--- src/rtl/denise_clx_ctrl_pkg.sv ---
// Shared Denise collision-control definitions: register address, FIFO sizing,
// event word layout and the clxdat read-FSM state type.
package denise_clx_ctrl_pkg;

    localparam logic [8:1] CLXDAT_ADDR    = 8'h07;  // byte address 0x00E, word-addressed
    localparam int         CLX_FIFO_DEPTH = 4;

    localparam int HITS_W      = 15;
    localparam int VPOS_W      = 9;
    localparam int EV_W        = VPOS_W + HITS_W;
    localparam int EV_HITS_LSB = 0;
    localparam int EV_VPOS_LSB = HITS_W;

    typedef enum logic [1:0] {
        CLX_IDLE  = 2'd0,
        CLX_READ  = 2'd1,
        CLX_CLEAR = 2'd2
    } clx_state_e;

    function automatic logic [EV_W-1:0] pack_event(input logic [VPOS_W-1:0] vp,
                                                   input logic [HITS_W-1:0] hits);
        logic [EV_W-1:0] ev;
        ev = '0;
        ev[EV_VPOS_LSB +: VPOS_W] = vp;
        ev[EV_HITS_LSB +: HITS_W] = hits;
        return ev;
    endfunction

endpackage

--- src/rtl/denise_clx_ctrl_if.sv ---
// Host-side collision event stream: valid/ready handshake plus overflow/clear.
interface denise_clx_ctrl_if;
    import denise_clx_ctrl_pkg::*;

    logic            ev_valid;
    logic            ev_ready;
    logic [EV_W-1:0] ev_data;
    logic            ev_overflow;
    logic            ev_clr;

    modport master (
        output ev_valid,
        output ev_data,
        output ev_overflow,
        input  ev_ready,
        input  ev_clr
    );

    modport slave (
        input  ev_valid,
        input  ev_data,
        input  ev_overflow,
        output ev_ready,
        output ev_clr
    );

endinterface

--- src/rtl/denise_clx_ctrl_fifo.sv ---
// Collision event FIFO with extra-MSB pointers; flush overrides push and pop.
module clx_event_fifo #(
    parameter int DEPTH = 4,
    parameter int W     = 24
) (
    input  logic         clk,
    input  logic         reset_n,
    input  logic         push_i,
    input  logic         pop_i,
    input  logic         flush_i,
    input  logic [W-1:0] din_i,
    output logic [W-1:0] dout_o,
    output logic         full_o,
    output logic         empty_o
);

    localparam int         AW      = $clog2(DEPTH);
    localparam logic [AW:0] PTR_ONE = 1;

    logic [W-1:0] mem_q [DEPTH];
    logic [AW:0]  wr_ptr_q, wr_ptr_d;
    logic [AW:0]  rd_ptr_q, rd_ptr_d;
    logic         wr_en;
    logic         rd_en;

    assign full_o  = (wr_ptr_q[AW] != rd_ptr_q[AW]) && (wr_ptr_q[AW-1:0] == rd_ptr_q[AW-1:0]);
    assign empty_o = (wr_ptr_q == rd_ptr_q);

    // A full FIFO still accepts a write when the head leaves in the same cycle.
    assign wr_en = push_i && (!full_o || pop_i);
    assign rd_en = pop_i && !empty_o;

    assign dout_o = empty_o ? '0 : mem_q[rd_ptr_q[AW-1:0]];

    always_comb begin
        wr_ptr_d = wr_ptr_q;
        rd_ptr_d = rd_ptr_q;
        if (flush_i) begin
            wr_ptr_d = '0;
            rd_ptr_d = '0;
        end else begin
            if (wr_en) wr_ptr_d = wr_ptr_q + PTR_ONE;
            if (rd_en) rd_ptr_d = rd_ptr_q + PTR_ONE;
        end
    end

    always_ff @(posedge clk or negedge reset_n) begin
        if (!reset_n) begin
            wr_ptr_q <= '0;
            rd_ptr_q <= '0;
        end else begin
            wr_ptr_q <= wr_ptr_d;
            rd_ptr_q <= rd_ptr_d;
        end
    end

    always_ff @(posedge clk) begin
        if (wr_en && !flush_i) mem_q[wr_ptr_q[AW-1:0]] <= din_i;
    end

endmodule

--- src/rtl/denise_clx_ctrl.sv ---
// Denise collision control: CLXDAT read-to-clear register and per-line
// collision event capture into a host-readable FIFO.
module denise_clx_ctrl
    import denise_clx_ctrl_pkg::*;
#(
    parameter int FIFO_DEPTH = CLX_FIFO_DEPTH
) (
    input  logic                clk,
    input  logic                reset_n,
    input  logic                clk7_en,
    input  logic [8:1]          reg_address_in,
    output logic [15:0]         data_out,
    input  logic [HITS_W-1:0]   cl_in,
    input  logic                window,
    input  logic                eol,
    input  logic [VPOS_W-1:0]   vpos,
    denise_clx_ctrl_if.master   ev
);

    clx_state_e        state_q, state_d;
    logic [HITS_W-1:0] clxdat_q, clxdat_d;
    logic [HITS_W-1:0] linecl_q, linecl_d;
    logic              ovf_q, ovf_d;

    logic [HITS_W-1:0] g;
    logic [HITS_W-1:0] line_hits;
    logic              addr_hit;
    logic              push_req;
    logic              pop;
    logic              fifo_full;
    logic              fifo_empty;
    logic              accept;

    assign g         = cl_in & {HITS_W{window}};
    assign addr_hit  = (reg_address_in == CLXDAT_ADDR);
    assign line_hits = linecl_q | g;

    assign data_out = addr_hit ? {1'b1, clxdat_q} : 16'h0000;

    // Read-to-clear: the cycle after a read ends reloads clxdat with the live hits.
    always_comb begin
        state_d  = state_q;
        clxdat_d = clxdat_q;
        if (clk7_en) begin
            unique case (state_q)
                CLX_IDLE: begin
                    clxdat_d = clxdat_q | g;
                    if (addr_hit) state_d = CLX_READ;
                end
                CLX_READ: begin
                    clxdat_d = clxdat_q | g;
                    if (!addr_hit) state_d = CLX_CLEAR;
                end
                CLX_CLEAR: begin
                    clxdat_d = g;
                    state_d  = addr_hit ? CLX_READ : CLX_IDLE;
                end
                default: begin
                    clxdat_d = '0;
                    state_d  = CLX_IDLE;
                end
            endcase
        end
    end

    assign push_req = clk7_en && eol && (line_hits != '0);
    assign pop      = ev.ev_valid && ev.ev_ready;
    assign accept   = !fifo_full || pop;

    always_comb begin
        linecl_d = linecl_q;
        if (clk7_en) linecl_d = eol ? '0 : line_hits;
        ovf_d = ovf_q;
        if (ev.ev_clr)                  ovf_d = 1'b0;
        else if (push_req && !accept)   ovf_d = 1'b1;
    end

    always_ff @(posedge clk or negedge reset_n) begin
        if (!reset_n) begin
            state_q  <= CLX_IDLE;
            clxdat_q <= '0;
            linecl_q <= '0;
            ovf_q    <= 1'b0;
        end else begin
            state_q  <= state_d;
            clxdat_q <= clxdat_d;
            linecl_q <= linecl_d;
            ovf_q    <= ovf_d;
        end
    end

    clx_event_fifo #(
        .DEPTH (FIFO_DEPTH),
        .W     (EV_W)
    ) u_fifo (
        .clk     (clk),
        .reset_n (reset_n),
        .push_i  (push_req),
        .pop_i   (pop),
        .flush_i (ev.ev_clr),
        .din_i   (pack_event(vpos, line_hits)),
        .dout_o  (ev.ev_data),
        .full_o  (fifo_full),
        .empty_o (fifo_empty)
    );

    assign ev.ev_valid    = !fifo_empty;
    assign ev.ev_overflow = ovf_q;

endmodule

--- src/flat_wrapper.sv ---
// flat-port wrapper written by rule: the top's interface ports become plain ports
module denise_clx_ctrl_flat import denise_clx_ctrl_pkg::*;
#(
    parameter int FIFO_DEPTH = CLX_FIFO_DEPTH
)
  (clk, reset_n, clk7_en, reg_address_in, data_out, cl_in, window, eol, vpos, ev_ev_valid, ev_ev_data, ev_ev_overflow, ev_ev_ready, ev_ev_clr);
  denise_clx_ctrl_if ev_i ();
  input  logic clk;
  input  logic reset_n;
  input  logic clk7_en;
  input  logic [8:1] reg_address_in;
  output logic [15:0] data_out;
  input  logic [HITS_W-1:0] cl_in;
  input  logic window;
  input  logic eol;
  input  logic [VPOS_W-1:0] vpos;
  output wire logic [$bits(ev_i.ev_valid)-1:0] ev_ev_valid;
  output wire logic [$bits(ev_i.ev_data)-1:0] ev_ev_data;
  output wire logic [$bits(ev_i.ev_overflow)-1:0] ev_ev_overflow;
  input wire logic [$bits(ev_i.ev_ready)-1:0] ev_ev_ready;
  input wire logic [$bits(ev_i.ev_clr)-1:0] ev_ev_clr;
  assign ev_ev_valid = ev_i.ev_valid;
  assign ev_ev_data = ev_i.ev_data;
  assign ev_ev_overflow = ev_i.ev_overflow;
  assign ev_i.ev_ready = ev_ev_ready;
  assign ev_i.ev_clr = ev_ev_clr;
  denise_clx_ctrl #(.FIFO_DEPTH(FIFO_DEPTH)) u_core (.clk(clk), .reset_n(reset_n), .clk7_en(clk7_en), .reg_address_in(reg_address_in), .data_out(data_out), .cl_in(cl_in), .window(window), .eol(eol), .vpos(vpos), .ev(ev_i));
endmodule
--- config.mk ---
export PLATFORM = sky130hd
export DESIGN_NAME = denise_clx_ctrl_flat
export DESIGN_NICKNAME = d
export VERILOG_FILES = /design/src/rtl/denise_clx_ctrl_pkg.sv /design/src/rtl/denise_clx_ctrl_if.sv /design/src/rtl/denise_clx_ctrl_fifo.sv /design/src/rtl/denise_clx_ctrl.sv /design/src/flat_wrapper.sv
export SDC_FILE = /design/constraint.sdc
export NUM_CORES = 1
export LEC_CHECK = 0
export CAP_MARGIN = 20
export CORE_UTILIZATION = 35
export CTS_CLUSTER_DIAMETER = 30
export DETAILED_ROUTE_END_ITERATION = 6
export DONT_BUFFER_PORTS = 1
export PLACE_DENSITY = 0.58
export RECOVER_POWER = 100
export SLEW_MARGIN = 20
export SYNTH_ARGS = -nofsm -noshare
export SYNTH_HDL_FRONTEND = slang
export SYNTH_SLANG_ARGS = --single-unit
--- constraint.sdc ---
create_clock -name clk -period 7.1 [get_ports clk]
set_input_delay 0.71 -clock clk [delete_from_list [all_inputs] [get_ports clk]]
set_output_delay 0.71 -clock clk [all_outputs]
set_load 0.01 [all_outputs]
==> out/results.ini <==
[min_path]
worst_hold_path_type=in -> reg
min_path_cells=1
holdCritStartpoint=ev_ev_clr
hold-path-endpoint=u_core.u_fifo.wr_ptr_q[2]$_DFFE_PN0P_

[floorplanning]
dieArea_sq_um=16800
start_util=0.358
rows=46
die_x_um=129
core_sq_um=15900
num_io_pins=81
die_h_um=129

[global_routing]
track_usage=0.148
antenna_found_initial=0
grt_max_degree=46
grt.overflow.total=0
grt_pass1_vias=3424
grt_pass1_wl_um=18300

[cts]
clock_path_buffers=2
cts.clk_slew.worst_paths_ps=60
ctsHtreeMaxLevel=4
clockRootBuffer=clkbuf_16
cts_tree=built
clock_latency_ps=400
ctsResizeCount=0
cts_num_sinks=135
numCtsBuffers=17

[synth]
synth-main-ff-cell=edfxtp_1
async_flop_share=0.289
avgSynthCellArea_sq_um=15.2
yosys_warnings=0
synth_edf_count=96
ys_seq_elements=135
synthesis.nets=419
yosysMostFrequentCell=edfxtp_1
yosys-top-cells-count=96 x edfxtp_1, 42 x and2_1, 39 x dfrtp_1
yosysTopAreaCell=edfxtp_1
syn_area_sq_um=5690
synth.area.top_cells=edfxtp_1 51%, dfrtp_1 17%, mux4_2 9.5%
synth_cell_type_count=38
yosysSeqAreaShare=0.678
synth_top_cell_area_share=0.507
netlist_instances=375

[timing]
finalSetupTns_ps=0
hold_viol_final=0
finalSetupViolCount=0
min_period_over_period=0.552
slew_headroom=-0.438
drv_slew=168
fmax_ghz=0.255
hold_slack_ps=363
clock_skew_ps=9.07
tightest_slew_ps=2160
rsz0062_at_grt=false
finalCriticalPeriod_ps=3920

[place]
gp_congestion=0.750
port_buffers=0
dpl.hpwl_um=7040
placedCellCount=571

[route]
route.detailed.drc=0
vias_per_cell=5.22
wire_per_inst_um=19.2
final_antenna_net_count=0
vias=3148
dr.pass1.iters=4
drtIter0Drc=218
routed_wl_um=11600

[layout]
layout.cells.non_filler=603
n_antenna_cell=0
drive_gt1_frac=0.147
final_nets=419
area_growth_pct=12.3
fin_util=0.402

[power_and_ir_drop]
peakVddDrop_mv=0.213
p_total_mw=1.83
powerDensity_nw_per_um2=287
power_leakage_nw=2.16

[critical_path]
crit_path_top_delay_cell=dfrtp_1
cp.arrival_ps=3210
critPathKind=reg -> out
cp.required_ps=6390
cp_max_fo=27
critPathBufInv=0
max_stage_delay_ps=1440
critPathLaunchType=flop
r2r-start=u_core.u_fifo.rd_ptr_q[0]$_DFFE_PN0P_
rr_worst_depth=5
r2r_slack_ps=3190
worstReg2RegEnd=u_core.u_fifo.mem_q[1][3]$_DFFE_PP_
crit_family=flip-flops
endpoint_kind=primary output
path_cells=xor2_1 -> or3b_1 -> and2_0

[job]
maxCapViolations=6

[outcome]
violations=max-capacitance violations, max-slew violations
status=finished with violations

-- how the worst max path moves through the flow --
| stage | from | to | slack, ps | cells after the start |
|---|---|---|---|---|
| CTS | u_core.u_fifo.rd_ptr_q[0]$_DFFE_PN0P_ | ev_ev_data[23] | 3580 | 3 |
| floorplan | clk7_en | u_core.u_fifo.mem_q[0][0]$_DFFE_PP_ | 2600 | 5 |
| detailed placement | u_core.u_fifo.rd_ptr_q[0]$_DFFE_PN0P_ | ev_ev_data[23] | 4010 | 3 |
| finish | u_core.u_fifo.rd_ptr_q[0]$_DFFE_PN0P_ | ev_ev_data[22] | 3180 | 3 |
| global route | u_core.u_fifo.rd_ptr_q[0]$_DFFE_PN0P_ | u_core.u_fifo.mem_q[0][6]$_DFFE_PP_ | 2710 | 5 |
| global placement | u_core.u_fifo.rd_ptr_q[0]$_DFFE_PN0P_ | ev_ev_data[10] | 4070 | 3 |
-- registers in the layout, summed over array words and instances (netlist names) --
signal,cells
u_core.u_fifo.mem_q,96
u_core.u_fifo.rd_ptr_q,3
u_core.ev.ev_overflow,1
u_core.state_q,2
u_core.clxdat_q,15
u_core.linecl_q,15
u_core.u_fifo.wr_ptr_q,3
-- what timing repair did --
| action | CTS | global route |
|---|---|---|
| endpoints found under the hold margin | 39 | 0 |
| setup buffers | 0 | 0 |
| hold buffers | 1 | 0 |
-- cell type report --
type,instances,area (sq um)
flip-flops and latches,135,3860
fillers,1491,9500
inverters,5,18.8
clock inverters,14,88.8
clock buffers,17,425
well taps,216,270
repair buffers,7,30.0
multi-input cells,209,1690
-- cells in the final DEF (no fill, tap or decap), types with 5 or more instances in the layout --
cell type | netlist | layout
edfxtp_1 | 96 | 96
and2_0 | 0 | 41
dfrtp_1 | 39 | 39
a21oi_1 | 34 | 34
nor2_1 | 24 | 24
mux4_2 | 24 | 24
nand3_1 | 18 | 18
clkbuf_16 | 0 | 17
a21o_1 | 15 | 15
a31oi_1 | 13 | 13
clkinvlp_4 | 0 | 8
clkbuf_1 | 19 | 6
clkinv_1 | 1 | 5
ha_1 | 5 | 5
-- power by group --
part           internal (mW)  total (mW)  switching, mW
registers              0.877       0.905         0.0286
logic                 0.0758       0.175         0.0989
clock network          0.437       0.754          0.317
-- logic make-up (layout without fill, tap and decap cells) --
logic type / after synthesis / in the layout / share of synthesized area
buffers and inverters: 31 / 43 / 0.0233
and+or+nand+nor: 104 / 104 / 0.107
AOI/OAI and AO/OA: 69 / 69 / 0.0728
xor gates and xnor gates: 5 / 5 / 0.00770
adders and majority gates: 5 / 5 / 0.0110
muxes: 26 / 26 / 0.0994
DFF: 135 / 135 / 0.678
-- layer usage --
layer / GRT usage / vias to the layer above / routed length [um]
li1: - / 1432 / -
met1: 0.192 / 1605 / 5300
met2: 0.238 / 105 / 5420
met3: 0.0438 / 6 / 753
met4: 0.0499 / 0 / 93
met5: 0 / - / 0
-- stage by stage --
stage          cell area (sq um)  setup slack (ps)
2_1_floorplan               5690              2600
4_1_cts                     6460              3580
3_3_place_gp                5920              4070
5_1_grt                     6380              2710
6_report                    6380              3180
3_5_place_dp                5920              4010
Power figures use the tool's default switching activity.
